`src/rtl/reorder_buffer.sv`:
```
// Circular reorder buffer: issues rename tags, captures CDB results, retires in order.
// Optional dispatch query ports are compiled in with ROB_QUERY_EN.
module reorder_buffer #(
   parameter int unsigned TAG_W  = 4,
   parameter int unsigned DATA_W = 32
) (
   input  logic              clk,
   input  logic              rst,
   input  logic              rdy,
   input  logic              alloc_valid,
   input  logic              alloc_dest_valid,
   input  logic [4:0]        alloc_dest_addr,
   output logic [TAG_W-1:0]  alloc_tag,
   output logic              full,
   input  logic              cdb_valid,
   input  logic [TAG_W-1:0]  cdb_tag,
   input  logic [DATA_W-1:0] cdb_data,
   input  logic              flush,
   output logic              commit_valid,
   output logic              commit_we,
   output logic [4:0]        commit_addr,
   output logic [DATA_W-1:0] commit_data,
   output logic [TAG_W-1:0]  commit_tag,
   output logic [TAG_W-1:0]  count
`ifdef ROB_QUERY_EN
   ,
   input  logic [TAG_W-1:0]  query1_tag,
   input  logic [TAG_W-1:0]  query2_tag,
   output logic              query1_ready,
   output logic [DATA_W-1:0] query1_data,
   output logic              query2_ready,
   output logic [DATA_W-1:0] query2_data
`endif
);

   localparam int unsigned NUM_SLOTS = 2 ** TAG_W;
   // Slot 0 exists only so tags index directly; it is never allocated.
   localparam logic [TAG_W-1:0] DEPTH_TAG = {TAG_W{1'b1}};
   localparam logic [TAG_W-1:0] FIRST_TAG = TAG_W'(1);

   logic [TAG_W-1:0]     head_q, head_d;
   logic [TAG_W-1:0]     tail_q, tail_d;
   logic [TAG_W-1:0]     count_q, count_d;
   logic [NUM_SLOTS-1:0] busy_q, busy_d;
   logic [NUM_SLOTS-1:0] ready_q, ready_d;

   logic                 dest_valid_q [NUM_SLOTS];
   logic [4:0]           dest_addr_q  [NUM_SLOTS];
   logic [DATA_W-1:0]    data_q       [NUM_SLOTS];

   logic                 commit_valid_q, commit_valid_d;
   logic                 commit_we_q, commit_we_d;
   logic [4:0]           commit_addr_q, commit_addr_d;
   logic [DATA_W-1:0]    commit_data_q, commit_data_d;
   logic [TAG_W-1:0]     commit_tag_q, commit_tag_d;

   logic                 alloc_fire;
   logic                 commit_fire;
   logic                 cdb_fire;

   function automatic logic [TAG_W-1:0] wrap_inc(input logic [TAG_W-1:0] t);
      return (t == DEPTH_TAG) ? FIRST_TAG : t + FIRST_TAG;
   endfunction

   always_comb begin
      full        = (count_q == DEPTH_TAG);
      alloc_tag   = tail_q;
      count       = count_q;
      alloc_fire  = rdy & ~flush & alloc_valid & ~full;
      commit_fire = rdy & ~flush & busy_q[head_q] & ready_q[head_q];
      cdb_fire    = rdy & ~flush & cdb_valid & (cdb_tag != '0) & busy_q[cdb_tag];
   end

   // Next-state for the control arrays and pointers.
   always_comb begin
      busy_d  = busy_q;
      ready_d = ready_q;
      head_d  = head_q;
      tail_d  = tail_q;
      count_d = count_q;

      if (cdb_fire) begin
         ready_d[cdb_tag] = 1'b1;
      end
      if (commit_fire) begin
         busy_d[head_q] = 1'b0;
         head_d         = wrap_inc(head_q);
      end
      if (alloc_fire) begin
         busy_d[tail_q]  = 1'b1;
         ready_d[tail_q] = 1'b0;
         tail_d          = wrap_inc(tail_q);
      end

      unique case ({alloc_fire, commit_fire})
         2'b10:   count_d = count_q + FIRST_TAG;
         2'b01:   count_d = count_q - FIRST_TAG;
         default: count_d = count_q;
      endcase

      if (flush) begin
         busy_d  = '0;
         ready_d = '0;
         head_d  = FIRST_TAG;
         tail_d  = FIRST_TAG;
         count_d = '0;
      end
   end

   always_comb begin
      commit_valid_d = commit_fire;
      commit_we_d    = commit_fire & dest_valid_q[head_q] & (dest_addr_q[head_q] != 5'd0);
      commit_addr_d  = commit_addr_q;
      commit_data_d  = commit_data_q;
      commit_tag_d   = commit_tag_q;
      if (commit_fire) begin
         commit_addr_d = dest_addr_q[head_q];
         commit_data_d = data_q[head_q];
         commit_tag_d  = head_q;
      end
   end

   always_ff @(posedge clk or posedge rst) begin
      if (rst) begin
         head_q         <= FIRST_TAG;
         tail_q         <= FIRST_TAG;
         count_q        <= '0;
         busy_q         <= '0;
         ready_q        <= '0;
         commit_valid_q <= 1'b0;
         commit_we_q    <= 1'b0;
         commit_addr_q  <= '0;
         commit_data_q  <= '0;
         commit_tag_q   <= '0;
      end else if (rdy) begin
         head_q         <= head_d;
         tail_q         <= tail_d;
         count_q        <= count_d;
         busy_q         <= busy_d;
         ready_q        <= ready_d;
         commit_valid_q <= commit_valid_d;
         commit_we_q    <= commit_we_d;
         commit_addr_q  <= commit_addr_d;
         commit_data_q  <= commit_data_d;
         commit_tag_q   <= commit_tag_d;
      end
   end

   // Payload needs no reset: it is only read while the matching busy bit is set.
   always_ff @(posedge clk) begin
      if (alloc_fire) begin
         dest_valid_q[tail_q] <= alloc_dest_valid;
         dest_addr_q[tail_q]  <= alloc_dest_addr;
      end
      if (cdb_fire) begin
         data_q[cdb_tag] <= cdb_data;
      end
   end

   assign commit_valid = commit_valid_q;
   assign commit_we    = commit_we_q;
   assign commit_addr  = commit_addr_q;
   assign commit_data  = commit_data_q;
   assign commit_tag   = commit_tag_q;

`ifdef ROB_QUERY_EN
   // A same-cycle CDB broadcast to a busy entry is bypassed straight to dispatch.
   always_comb begin
      query1_ready = 1'b0;
      query1_data  = '0;
      query2_ready = 1'b0;
      query2_data  = '0;
      if (query1_tag != '0 && busy_q[query1_tag]) begin
         if (cdb_valid && cdb_tag == query1_tag) begin
            query1_ready = 1'b1;
            query1_data  = cdb_data;
         end else if (ready_q[query1_tag]) begin
            query1_ready = 1'b1;
            query1_data  = data_q[query1_tag];
         end
      end
      if (query2_tag != '0 && busy_q[query2_tag]) begin
         if (cdb_valid && cdb_tag == query2_tag) begin
            query2_ready = 1'b1;
            query2_data  = cdb_data;
         end else if (ready_q[query2_tag]) begin
            query2_ready = 1'b1;
            query2_data  = data_q[query2_tag];
         end
      end
   end
`endif

endmodule

```
`config.mk`:
```
export PLATFORM = sky130hd
export DESIGN_NAME = reorder_buffer
export DESIGN_NICKNAME = d
export VERILOG_FILES = /design/src/rtl/reorder_buffer.sv
export SDC_FILE = /design/constraint.sdc
export NUM_CORES = 1
export LEC_CHECK = 0
export CAP_MARGIN = 15
export CORE_MARGIN = 5
export CORE_UTILIZATION = 45
export CTS_CLUSTER_SIZE = 30
export DETAILED_ROUTE_END_ITERATION = 6
export SYNTH_ARGS = -nofsm -noshare
export SYNTH_HDL_FRONTEND = slang
export SYNTH_SLANG_ARGS = --single-unit
export TNS_END_PERCENT = 30
```
`constraint.sdc`:
```
create_clock -name clk -period 5.2 [get_ports clk]
set_input_delay 1.3 -clock clk [delete_from_list [all_inputs] [get_ports clk]]
set_output_delay 1.3 -clock clk [all_outputs]
set_load 0.005 [all_outputs]
```
==> results of run 1 <==
==> per-stage QoR <==
stage                     cell area [um2]  util (%)  setup TNS, ns
after detailed placement            29690     49.20              0
after global placement              29650     49.12              0
after floorplan                     27530         -         -38.03
after CTS                           32060     53.12              0
after global routing                32090     53.16              0
final                               32090     53.16              0
==> cell families (layout without fill, tap and decap cells) <==
kind of cell               Yosys count  count (layout)  synth area share (%)
and+or+nand+nor                    226             226                 3.634
xor gates and xnor gates             3               3               0.09589
other                                1              32               0.01368
AOI/OAI and AO/OA                  112             112                 3.059
muxes                              202             202                 16.37
buffers and inverters              102             314                 1.794
DFF                                695             695                 74.57
adders and majority gates           10              10                0.4566
==> critical path, cell delays in order <==
cell,delay [ns]
clkdlybuf4s50_1,0.55
mux4_2,0.41
mux4_2,0.27
nand2_2,0.13
or3_4,0.47
nor3_4,0.52
buf_4,0.49
==> power breakdown <==
group	internal (mW)	switching, mW
sequential	6.18	0.0790
clock	2.99	2.12
combinational	0.232	0.243
==> placed cells by master (no fill, tap or decap), drive strengths merged, types with 13 or more instances in the layout <==
| cell type | n |
|---|---|
| nor2 | 32 |
| dfrtp | 85 |
| buf | 55 |
| o21ai | 24 |
| mux4 | 197 |
| o21a | 14 |
| nand2 | 137 |
| inv | 31 |
| a311oi | 13 |
| edfxtp | 608 |
| clkinv | 21 |
| conb | 32 |
| clkbuf | 100 |
| a211o | 14 |
| clkdlybuf4s50 | 99 |
==> how the worst max path moves through the flow <==
| stage | slack, ns | endpoint | depth (start not counted) |
|---|---|---|---|
| after floorplan | -0.59 | data_q[10][0]$_DFFE_PP_ | 5 |
| after global routing | 1.14 | data_q[6][19]$_DFFE_PP_ | 7 |
| final | 1.30 | data_q[6][19]$_DFFE_PP_ | 7 |
| after CTS | 1.26 | data_q[4][4]$_DFFE_PP_ | 7 |
| after global placement | 0.65 | data_q[7][28]$_DFFE_PP_ | 7 |
| after detailed placement | 0.62 | data_q[6][28]$_DFFE_PP_ | 7 |
==> routing by layer <==
layer / vias to the layer above / routed length, um
li1: 5872 / -
met1: 7212 / 25930
met2: 381 / 29900
met3: 95 / 3212
met4: 2 / 1390
met5: - / 7
==> cell type report <==
type                            count  share of cell area, %
Timing Repair Buffer              154                  4.617
Tap cell                          782                  3.049
Clock inverter                     33                  1.076
Clock buffer                      100                  6.294
Sequential cell                   695                  63.73
Inverter                           27                 0.3237
Multi-Input combinational cell    585                  20.91
==> registers in the layout (all words and copies together) (netlist names), 4 cells and up <==
register	count
data_q	512
dest_addr_q	80
commit_data	32
busy_q	16
dest_valid_q	16
ready_q	16
commit_addr	5
alloc_tag	4
commit_tag	4
count	4
head_q	4
==> impl_summary.md, run 1 <==
Power
The power density of the placed cells is between 300 and 400 nW/um2. Power comes to about 12 mW. The leakage power is 10.88 nW. The peak supply drop is about 230 uV.

Layout
Compared with the post-synthesis result, the final layout area differs by 17.08%. At the end of the flow, the number of nets in the layout was about 1600. Leaving out filler cells and counting taps, the final layout contains between 2000 and 2500. Summing all flip-flop and latch instances after layout gives 20450 um2.

The repair_antennas step left the layout with diodes totalling 0. The layout has 4716 filler cells. The share of cells above drive strength 1 is about 25%.

The multi-input gate area in the final layout is approximately 6700 um2.

STA
The worst pin sits at a relative slew slack of 35.83%. The final count of pins violating max slew was 0. The measured slew at the worst slew-check pin is around 0.96 ns. Setup violations remaining at the end of the flow were counted as 0.

The final-report hold violation count is 0. The routed design could run at a clock period as short as ~3.9 ns. The clock arrives with roughly 0.018 ns of skew. The fmax is 256.6 MHz.

Of the available clock period, the critical path in the final layout requires 74.95%. The tightest hold path in the finished design has a slack of between 0.4 and 0.5 ns. The final critical-path setup slack is between 1 and 1.5 ns. Setup repair after global routing left no endpoint under its margin.

Worst hold path
The worst hold path stage count is 2. The worst hold path begins at commit_data[27]$_DFFE_PP0P_. The endpoint of the worst hold-timing path is commit_data[27]$_DFFE_PP0P_. The worst hold path belongs to the class reg -> reg.

Synth
The area of the mapped netlist is 27410 um2. The total of flip-flops plus latches after synthesis is just under 700. In the post-synthesis netlist, the biggest area contributors are edfxtp_1 (67%), mux4_2 (16%), dfrtp_1 (7.8%), nand2_1 (1.9%), buf_2 (0.47%). In this run the biggest area consumer among cell types represents around two thirds of the synthesized area. For this run, asynchronously set or reset flops after synthesis account for ~13%. The average footprint of a synthesized cell is just over 20 um2. In the synthesized netlist, the cells that appear most often are edfxtp_1 (608), mux4_2 (197), nand2_1 (136). The cell taking the most area after synthesis is edfxtp_1. The synthesized design contains 608 enable-type register cells.

The count of different cell masters after synthesis is 62. Yosys printed 0 warnings. Synthesis handed over a netlist of ~1400 instances.

The most frequent cell after synthesis is edfxtp_1. The share of synthesized area occupied by flip-flops and latches is 74.57%. The most common flop cell mapped by yosys is edfxtp_1.

Clock network
In this run the number of H-tree levels came out at 3. The quantity of gates resized following cts is 0. The register clock-pin slew on the reported worst setup and hold paths is approximately 0.06 ns. The tree is rooted in a clkbuf_16.

The number of buffers inserted by post-CTS setup repair is 0. The number of clock sinks is between 600 and 700. The number of clock buffers added by TritonCTS is between 70 and 80. The worst-skew pair later-pin latency is 0.61 ns.

The CTS tree is built. Hold repair after CTS inserted 0 buffers. The clock passes through at most 3 buffers.

Global route
The global-route congestion overflow total is 0. The number of global-route vias before repair is 14000. The number of antenna violations at the first check in global routing is 1. The maximum number of pins on one net before global-route repair is 91.

met2 is the most crowded layer. The total track usage is a little under a fifth. The met3 capacity usage during global routing is roughly 3.8%. For met2 alone, demand over resource in global routing was 30.06%.

In the global route stage, met1 resource usage came out at ~26%. The first global-routing pass estimated roughly 90000 um of wire.

Floorplan
The initial utilization of the core area, before any placement, comes to roughly 45%. The vertical die dimension is between 200 and 300 um. The I/O pin total is 100. The area of the core region is around 60000 um2.

The die covers roughly 66000 um2. The x dimension of the die is ~260 um. Row generation in the floorplan step produced 90 rows.

Place
The count of port buffers added during placement is approximately 100. At the end of routability-driven placement, the weighted congestion stood at about 0.8. In this run, placement finished with an instance count of around 2200. The total half-perimeter wirelength after legalization and detailed placement is between 30000 and 40000 um. Prior to clock tree synthesis, the placed netlist has a worst setup slack of between 0.6 and 0.7 ns.

Routing
Before antenna repair, the detailed router went through 5 iterations. The detailed router placed around 14000 vias in this run. After detailed routing, the number of remaining DRC violations is 0.

The per-cell routed wire length is around 25 um. For this block, the initial DRC count from the detailed router was 992. The remaining number of nets flagged by the antenna check after routing is 0. Using the TritonRoute via totals, the vias-per-cell ratio works out to around 5.7.

The final wirelength is around 60000 um.

Worst setup path
The slack of the worst reg-to-reg path is approximately 1.5 ns. The endpoint arrival time on the critical path is 4.16 ns. The category of the worst setup path launch point is an input pin. The count of cells along the worst register-to-register path is 8. Along the worst path, the maximum fanout reaches 24. In this run the critical register-to-register path is launched from head_q[2]$_DFFE_PP0P_. The end of the worst register-to-register path is busy_q[1]$_DFFE_PP0P_. The data required time of the worst path is approximately 5.5 ns. The critical path starts at cdb_tag[0].

The setup path with the least slack is of type in -> reg. The worst setup path is captured at a flop.

Flow run
The number of max-capacitance violations reported is 0.

Outcome
The run finished with clean final reports.
Power figures use the tool's default switching activity.
==> inputs of run 2 (changes only) <==
==> constraint.sdc (replaced) <==
create_clock -name clk -period 3.2 [get_ports clk]
set_input_delay 0.8 -clock clk [delete_from_list [all_inputs] [get_ports clk]]
set_output_delay 0.8 -clock clk [all_outputs]
set_load 0.005 [all_outputs]
==> impl_summary.md, run 2 (synthesis gave the netlist of run 1 again) <==
Outcome
The run finished with clean final reports.

Layout
In the layout the commonest cells are edfxtp_1 (608), mux4_2 (197), nand2_1 (135), clkdlybuf4s50_1 (98), buf_4 (86). The number of nets at the end of the flow is 1657 (+4.0%). The number of flip-flops under the largest register name is 512 (unchanged). The area growth from synthesis to layout is 19.92%. The largest register by flop count is data_q. The fill cell total of the finished layout is 4658 (-1.2%).

The multi-input gate area in the final layout is 6777 um2 (+1.0%). Leaving out fill and tap cells, the most frequent cell in the layout is edfxtp_1. The count of placed standard cells in the final layout, fillers left out is 2439 (+2.7%). The utilization after layout is 54.45% (+1.3 points).

The share of cells above drive strength 1 is 27.84% (+3.1 points). The area used by sequential logic in the layout is 20450 um2 (unchanged).

Worst setup path
The launch point of the worst reg-to-reg path is head_q[0]$_DFFE_PP1P_. The maximum fanout encountered on the critical timing path is 16 (-33%). The end of the worst register-to-register path is count[3]$_DFFE_PP0P_.

The worst setup path is captured at a flop. The setup path with the least slack is of type in -> reg. Traced cell by cell, the critical path runs through clkdlybuf4s50_1, mux4_2, mux4_2, nand3_4, or2_2, nor2_2. The slack of the worst reg-to-reg path is 0.14 ns (-1.35 ns). The cell repeated most along the worst path is mux4_2. The category of the worst setup path launch point is an input pin. The endpoint arrival time on the critical path is 3.34 ns (-0.82 ns). The count of cells along the worst register-to-register path is 11 (+3).

The standard cell with the maximum stage delay on the critical path is nor2_2. The maximum cell stage delay along the critical path is 0.85 ns (+0.30 ns). The count of buffering cells on the critical path with inverters included is 1 (-1). The family with the most delay on the worst path is simple AND/OR/NAND/NOR gates. The data required time of the worst path came to 3.41 ns (-2.05 ns).

Global route
The global-route congestion overflow total came to 0 (unchanged). The number of global-route vias before repair is 14650 (+4.6%). The wire length of the first global-routing pass is 95500 um (+4.2%).

The total track usage was 19.28% (+0.86 points). The number of antenna violations at the first check in global routing was 0 (-1). The maximum number of pins on one net before global-route repair is 76 (-16%).

Worst hold path
The worst hold path stage count is 2 (unchanged). The startpoint identified for the worst hold timing path is commit_data[8]$_DFFE_PP0P_. The worst hold path terminates at commit_data[8]$_DFFE_PP0P_. The tightest min-delay check is of the reg -> reg type.

Routing
The via density per instance is 5.682 (-0.46%). The iteration-0 DRC count of the detailed router is 1160 (+17%). The overall via count from detail_route is 13860 (+2.2%). The first-pass iteration count of the detailed router is 5 (unchanged). The final wirelength was 63020 um (+4.3%). The remaining routing DRC violations is 0 (unchanged). The per-cell routed wire length came to 25.84 um (+1.6%). The remaining number of nets flagged by the antenna check after routing is 0 (unchanged).

Power
The share of total power in the clock network came to 42.5% (-0.7 points). The total internal power is 15.22 mW (+62%). The total design power came to 19.14 mW (+62%). The power dissipated by switching net loads is 3.917 mW (+60%). The power density of the placed cells is 582.3 nW/um2 (+58%). The leakage power is 11.27 nW (+3.6%). The combinational share of power is 4.3% (+0.3 points). The peak supply drop was 444.9 uV (+92%).

The share of total power consumed by net switching is 20.47% (-0.16 points). The sequential power share was 53.1% (+0.3 points).

Floorplan
The area of the die was 65940 um2 (unchanged). The initial core utilization was 45.40% (unchanged). The x dimension of the die is 256.8 um (unchanged). The number of rows in the core area is 90 (unchanged).

The area of the core region is 60360 um2 (unchanged). The vertical die dimension is 256.8 um (unchanged). The I/O pin total was 100 (unchanged).

Clock network
The root buffer cell chosen for the clock tree is clkbuf_16. The H-tree depth reported by CTS was 3 (unchanged). TritonCTS built the clock tree.

The number of clock sinks came to 695 (unchanged). The worst-skew pair later-pin latency came to 0.60 ns (about the same). The clock buffer count from CTS is 73 (+1.4%).

The register clock-pin slew on the reported worst setup and hold paths was 0.06 ns (about the same). The maximum buffer depth of the clock tree is 3 (unchanged).

STA
After layout, the worst path uses just under 100% of the clock period. The final critical-path required period is 3.126 ns. Timing would allow up to between 300 and 400 MHz. The relative slew slack is 21.42% (-14 points).

The final critical-path setup slack is 0.07418 ns (-1.228 ns). The measured slew at the worst slew-check pin is 1.179 ns (+0.2162 ns). The setup skew after layout is 0.02535 ns (+0.007541 ns). The final count of pins violating max slew is 0 (unchanged). The worst hold slack is 0.4706 ns (-0.005886 ns). The final-report hold violation count came to 0 (unchanged). The count of endpoints failing setup in the final report is 0 (unchanged).

Place
The instance count after placement with tap cells included is 2300 (+2.6%). The total half-perimeter wirelength after legalization and detailed placement is 40050 um (+13%). The final estimated routing congestion in global placement is 0.8400 (+4.9%). The count of port buffers added during placement is 99 (unchanged). The post-placement worst setup slack is -0.8374 ns (-1.457 ns).

Flow run
The number of max-capacitance violations reported is 0 (unchanged).
run 2: cell count changes in the layout (fill, tap and decap cells not counted), sizes merged:
| cell | delta |
|---|---|
| clkdlybuf4s50 | -1 |
| buf | +61 |
| nor2 | +2 |
| bufinv | -4 |
| dlygate4sd2 | +1 |
| diode | +1 |
| clkinv | +2 |
| clkinvlp | -3 |
| inv | -3 |
| clkbuf | +7 |
run 2: worst max path at each step:
stage                                     start                       end  depth (start not counted)  slack, ns
after detailed placement             cdb_tag[0]   data_q[13][6]$_DFFE_PP_                          7      -0.84
final                                cdb_tag[1]  data_q[13][30]$_DFFE_PP_                          6       0.07
after floorplan                      cdb_tag[0]   data_q[13][0]$_DFFE_PP_                          6      -0.12
after global routing      head_q[0]$_DFFE_PP1P_      count[3]$_DFFE_PP0P_                         11    -0.0002
after global placement               cdb_tag[0]   data_q[7][24]$_DFFE_PP_                          8      -0.82
after CTS                 head_q[0]$_DFFE_PP1P_      count[3]$_DFFE_PP0P_                         11       0.05
run 2: power by group through the flow:
| stage | logic (mW) | registers (mW) | clock network [mW] |
|---|---|---|---|
| floorplan | 0.369 | 10.3 | 0 |
| global placement | 0.817 | 10.3 | 0 |
| detailed placement | 0.831 | 10.4 | 0 |
| CTS | 0.840 | 10.2 | 8.34 |
| global route | 0.907 | 10.2 | 8.74 |
| finish | 0.832 | 10.2 | 8.14 |
run 2: repair_timing:
action,in CTS,in global routing
endpoints found under the setup margin,98,3
buffers inserted,0,3
resized for setup,5,3
cloned,2,0
hold buffers,0,0
pin swaps,4,1
run 2: worst register-to-register path, delay by kind of cell (launching register included):
family                     cells  cell delay [ns]
buffers and inverters          1             0.13
AOI/OAI and AO/OA              5             0.92
DFF                            1             0.70
adders and majority gates      1             0.36
and+or+nand+nor                3             0.28
muxes                          1             0.52
run 2: per-layer routing:
metal  vias to the layer above  global-route usage (%)  part of all wire [%]
li1                       6013                       -                     -
met1                      7339                   25.75                    40
met3                        97                   3.532                   4.9
met4                         0                   4.906                   2.4
met2                       409                   33.17                    52
met5                         -                       0                     0
run 2: layout make-up:
| cell class | count | share of cell area (%) |
|---|---|---|
| sequential | 695 | 62.23 |
| multi-input combinational | 587 | 20.62 |
| timing repair buffer | 215 | 6.750 |
| clock buffer | 107 | 6.598 |
| tap | 782 | 2.977 |
| clock inverter | 25 | 0.5026 |
| inverter | 27 | 0.3160 |
| antenna | 1 | 0.007615 |
run 2: per-stage QoR:
stage | cell area [um2] | setup TNS (ns)
after floorplan | 27640 | -37.89
after global placement | 30420 | -158.03
after detailed placement | 30440 | -152.92
after CTS | 32810 | 0
after global routing | 32860 | -0.0001796
final | 32860 | 0
==> inputs of run 3 (changes only) <==
--- a/config.mk
+++ b/config.mk
@@ -10,6 +10,7 @@
 export CORE_UTILIZATION = 45
 export CTS_CLUSTER_SIZE = 30
 export DETAILED_ROUTE_END_ITERATION = 6
+export REMOVE_ABC_BUFFERS = 1
 export SYNTH_ARGS = -nofsm -noshare
 export SYNTH_HDL_FRONTEND = slang
 export SYNTH_SLANG_ARGS = --single-unit
==> impl_summary.md, run 3 (synthesis gave the netlist of run 1 again) <==
Layout
The number of flip-flops under the largest register name came to 512 (unchanged). The area used by sequential logic in the layout came to 20450 um2 (unchanged). The count of placed standard cells in the final layout, fillers left out was 2431 (-0.33%).

The share of cells above drive strength 1 is 27.69% (-0.15 points). The fill cell total of the finished layout is 4644 (-0.30%). The area growth from synthesis to layout is 20.25%. The number of nets at the end of the flow was 1646 (-0.66%). data_q holds more flip-flops than any other register. The most common cell after layout, fill and taps aside is edfxtp_1.

The post-layout instance area was 32950 um2 (+0.28%). The multi-input gate area in the final layout came to 6740 um2 (-0.54%). The library cells used most frequently in the layout, excluding fill and tap cells, are edfxtp_1 (608), mux4_2 (197), nand2_1 (135), clkdlybuf4s50_1 (99), dfrtp_1 (82). The utilization after layout is 54.60% (+0.15 points).

Routing
The remaining routing DRC violations is 0 (unchanged). The iteration-0 DRC count of the detailed router was 1163 (+0.26%). The remaining number of nets flagged by the antenna check after routing is 0 (unchanged). The via density per instance came to 5.694 (+0.21%). The first-pass iteration count of the detailed router is 5 (unchanged). The overall via count from detail_route is 13840 (-0.12%). The final wirelength was 62470 um (-0.88%). The per-cell routed wire length is 25.70 um (-0.55%).

STA
Setup repair after global routing left no endpoint under its margin. The relative slew slack is 44.51% (+23 points). The final critical-path required period came to 3.104 ns (-0.02200 ns). The measured slew at the worst slew-check pin is 0.8324 ns (-0.3463 ns). The final worst-path cycle share was 96.99% (-0.69 points). The worst hold slack is 0.4737 ns (+0.003046 ns). The count of endpoints failing setup in the final report is 0 (unchanged). The final-report hold violation count is 0 (unchanged).

The final count of pins violating max slew is 0 (unchanged). The fmax is 322.2 MHz (+0.71%). The setup skew after layout is 0.02932 ns (+0.003973 ns).

Place
The count of port buffers added during placement is 99 (unchanged). The total half-perimeter wirelength after legalization and detailed placement was 38820 um (-3.1%). The final estimated routing congestion in global placement was 0.8706 (+3.6%).

The placement-stage cell area came to 30420 um2 (about the same). The instance count after placement with tap cells included is 2290 (-0.43%).

Worst setup path
The startpoint identified for the worst register-to-register timing path is head_q[0]$_DFFE_PP1P_. The count of cells along the worst register-to-register path is 12 (+1). The slack of the worst reg-to-reg path is 0.15 ns (about the same). STA classifies the critical path endpoint as a flop. The maximum fanout encountered on the critical timing path is 17 (+1). The endpoint arrival time on the critical path is 3.60 ns (+0.26 ns). The classification of the worst setup path is in -> reg.

The data required time of the worst path was 3.69 ns (+0.28 ns). The worst register-to-register path ends at count[2]$_DFFE_PP0P_. The worst setup path is launched from an input pin.

Outcome
The run finished with clean final reports.

Floorplan
The area of the die is 65940 um2 (unchanged). The I/O pin total is 100 (unchanged). The vertical die dimension was 256.8 um (unchanged). The initial core utilization is 45.40% (unchanged). The x dimension of the die is 256.8 um (unchanged). The number of rows in the core area is 90 (unchanged). The area of the core region was 60360 um2 (unchanged).

Worst hold path
The min-delay analysis places its worst path in the category reg -> reg. The endpoint of the worst hold-timing path is commit_data[14]$_DFFE_PP0P_. The worst hold path stage count was 2 (unchanged). The launch instance of the worst min-delay path is commit_data[14]$_DFFE_PP0P_.

Power
The leakage power was 11.29 nW (+0.12%). The peak supply drop is 412.0 uV (-7.4%). The power density of the placed cells came to 591.6 nW/um2 (+1.6%).

Global route
The maximum number of pins on one net before global-route repair was 88 (+16%). The total track usage was 18.98% (-0.30 points). The number of antenna violations at the first check in global routing is 2 (+2). The wire length of the first global-routing pass is 94790 um (-0.74%). The global-route congestion overflow total is 0 (unchanged). The number of global-route vias before repair is 14690 (+0.25%).

Flow run
The number of max-capacitance violations reported is 0 (unchanged).

Clock network
The maximum buffer depth of the clock tree is 3 (unchanged). The worst-skew pair later-pin latency is 0.61 ns (about the same). The number of clock sinks is 695 (unchanged). TritonCTS built the clock tree. The clock root buffer is clkbuf_16. The register clock-pin slew on the reported worst setup and hold paths is 0.06 ns (about the same). The H-tree depth reported by CTS is 3 (unchanged). The clock buffer count from CTS is 73 (unchanged).
## run 3: changes by cell type in the layout (fill, tap and decap cells not counted), sizes merged, moves of 2 or more
cell / change
buf: -10
clkbuf: -8
bufinv: +6
inv: +3
clkinv: +2
nor2: -2
## run 3: worst max path at each step
stage / startpoint / end / slack (ns) / cells after the start
global route: head_q[0]$_DFFE_PP1P_ / count[3]$_DFFE_PP0P_ / 0.005 / 12
CTS: cdb_tag[0] / data_q[1][13]$_DFFE_PP_ / 0.005 / 8
floorplan: head_q[1]$_DFFE_PP0P_ / count[2]$_DFFE_PP0P_ / -3.90 / 12
finish: cdb_tag[0] / ready_q[5]$_DFFE_PP0P_ / 0.1 / 10
detailed placement: cdb_tag[0] / data_q[1][13]$_DFFE_PP_ / -0.64 / 8
global placement: cdb_tag[0] / data_q[15][31]$_DFFE_PP_ / -0.63 / 6
## run 3: worst max-delay path: stages
cell and delay, ns:
clkdlybuf4s50_1 0.67, mux4_2 0.56, mux4_2 0.53, nand3_1 0.17
buf_4 0.14, or2_2 0.15, buf_4 0.15, nor2_4 0.05
buf_12 0.19, o21a_1 0.18
## run 3: metal layers
| metal | share of wire [%] | global-route usage (%) | vias to the layer above | routed length (um) |
|---|---|---|---|---|
| met2 | 48 | 29.55 | 417 | 30050 |
| met3 | 6.0 | 4.359 | 107 | 3741 |
| met5 | 0 | 0 | - | 0 |
| met4 | 2.2 | 5.174 | 0 | 1396 |
| li1 | - | - | 5985 | - |
| met1 | 44 | 27.47 | 7333 | 27280 |
## run 3: through the flow
stage	power [mW]	setup WS, ns	TNS, ns
after floorplan	10.66	-3.898	-687.81
after global placement	11.16	-0.6265	-170.07
after global routing	20.17	0.004922	0
after CTS	19.70	0.004568	0
after detailed placement	11.18	-0.6444	-185.33
final	19.50	0.09618	0
## run 3: cell type report
cell class / count / area share, %
diodes: 2 / 0.01519
clock buffers: 98 / 6.170
clock inverters: 36 / 1.215
inverters: 27 / 0.3151
multi-input cells: 585 / 20.45
flip-flops and latches: 695 / 62.05
well taps: 782 / 2.969
repair buffers: 206 / 6.808
## run 3: timing repair
action                                  CTS  global route
endpoints found under the setup margin    1            64
hold buffers                              0             0
gates cloned                              0             1
setup buffers                             0             4
gates resized for setup                   1             6
## run 3: where the power goes
group,switching [mW],internal (mW)
clock network,3.43,5.06
logic,0.430,0.403
registers,0.132,10.0
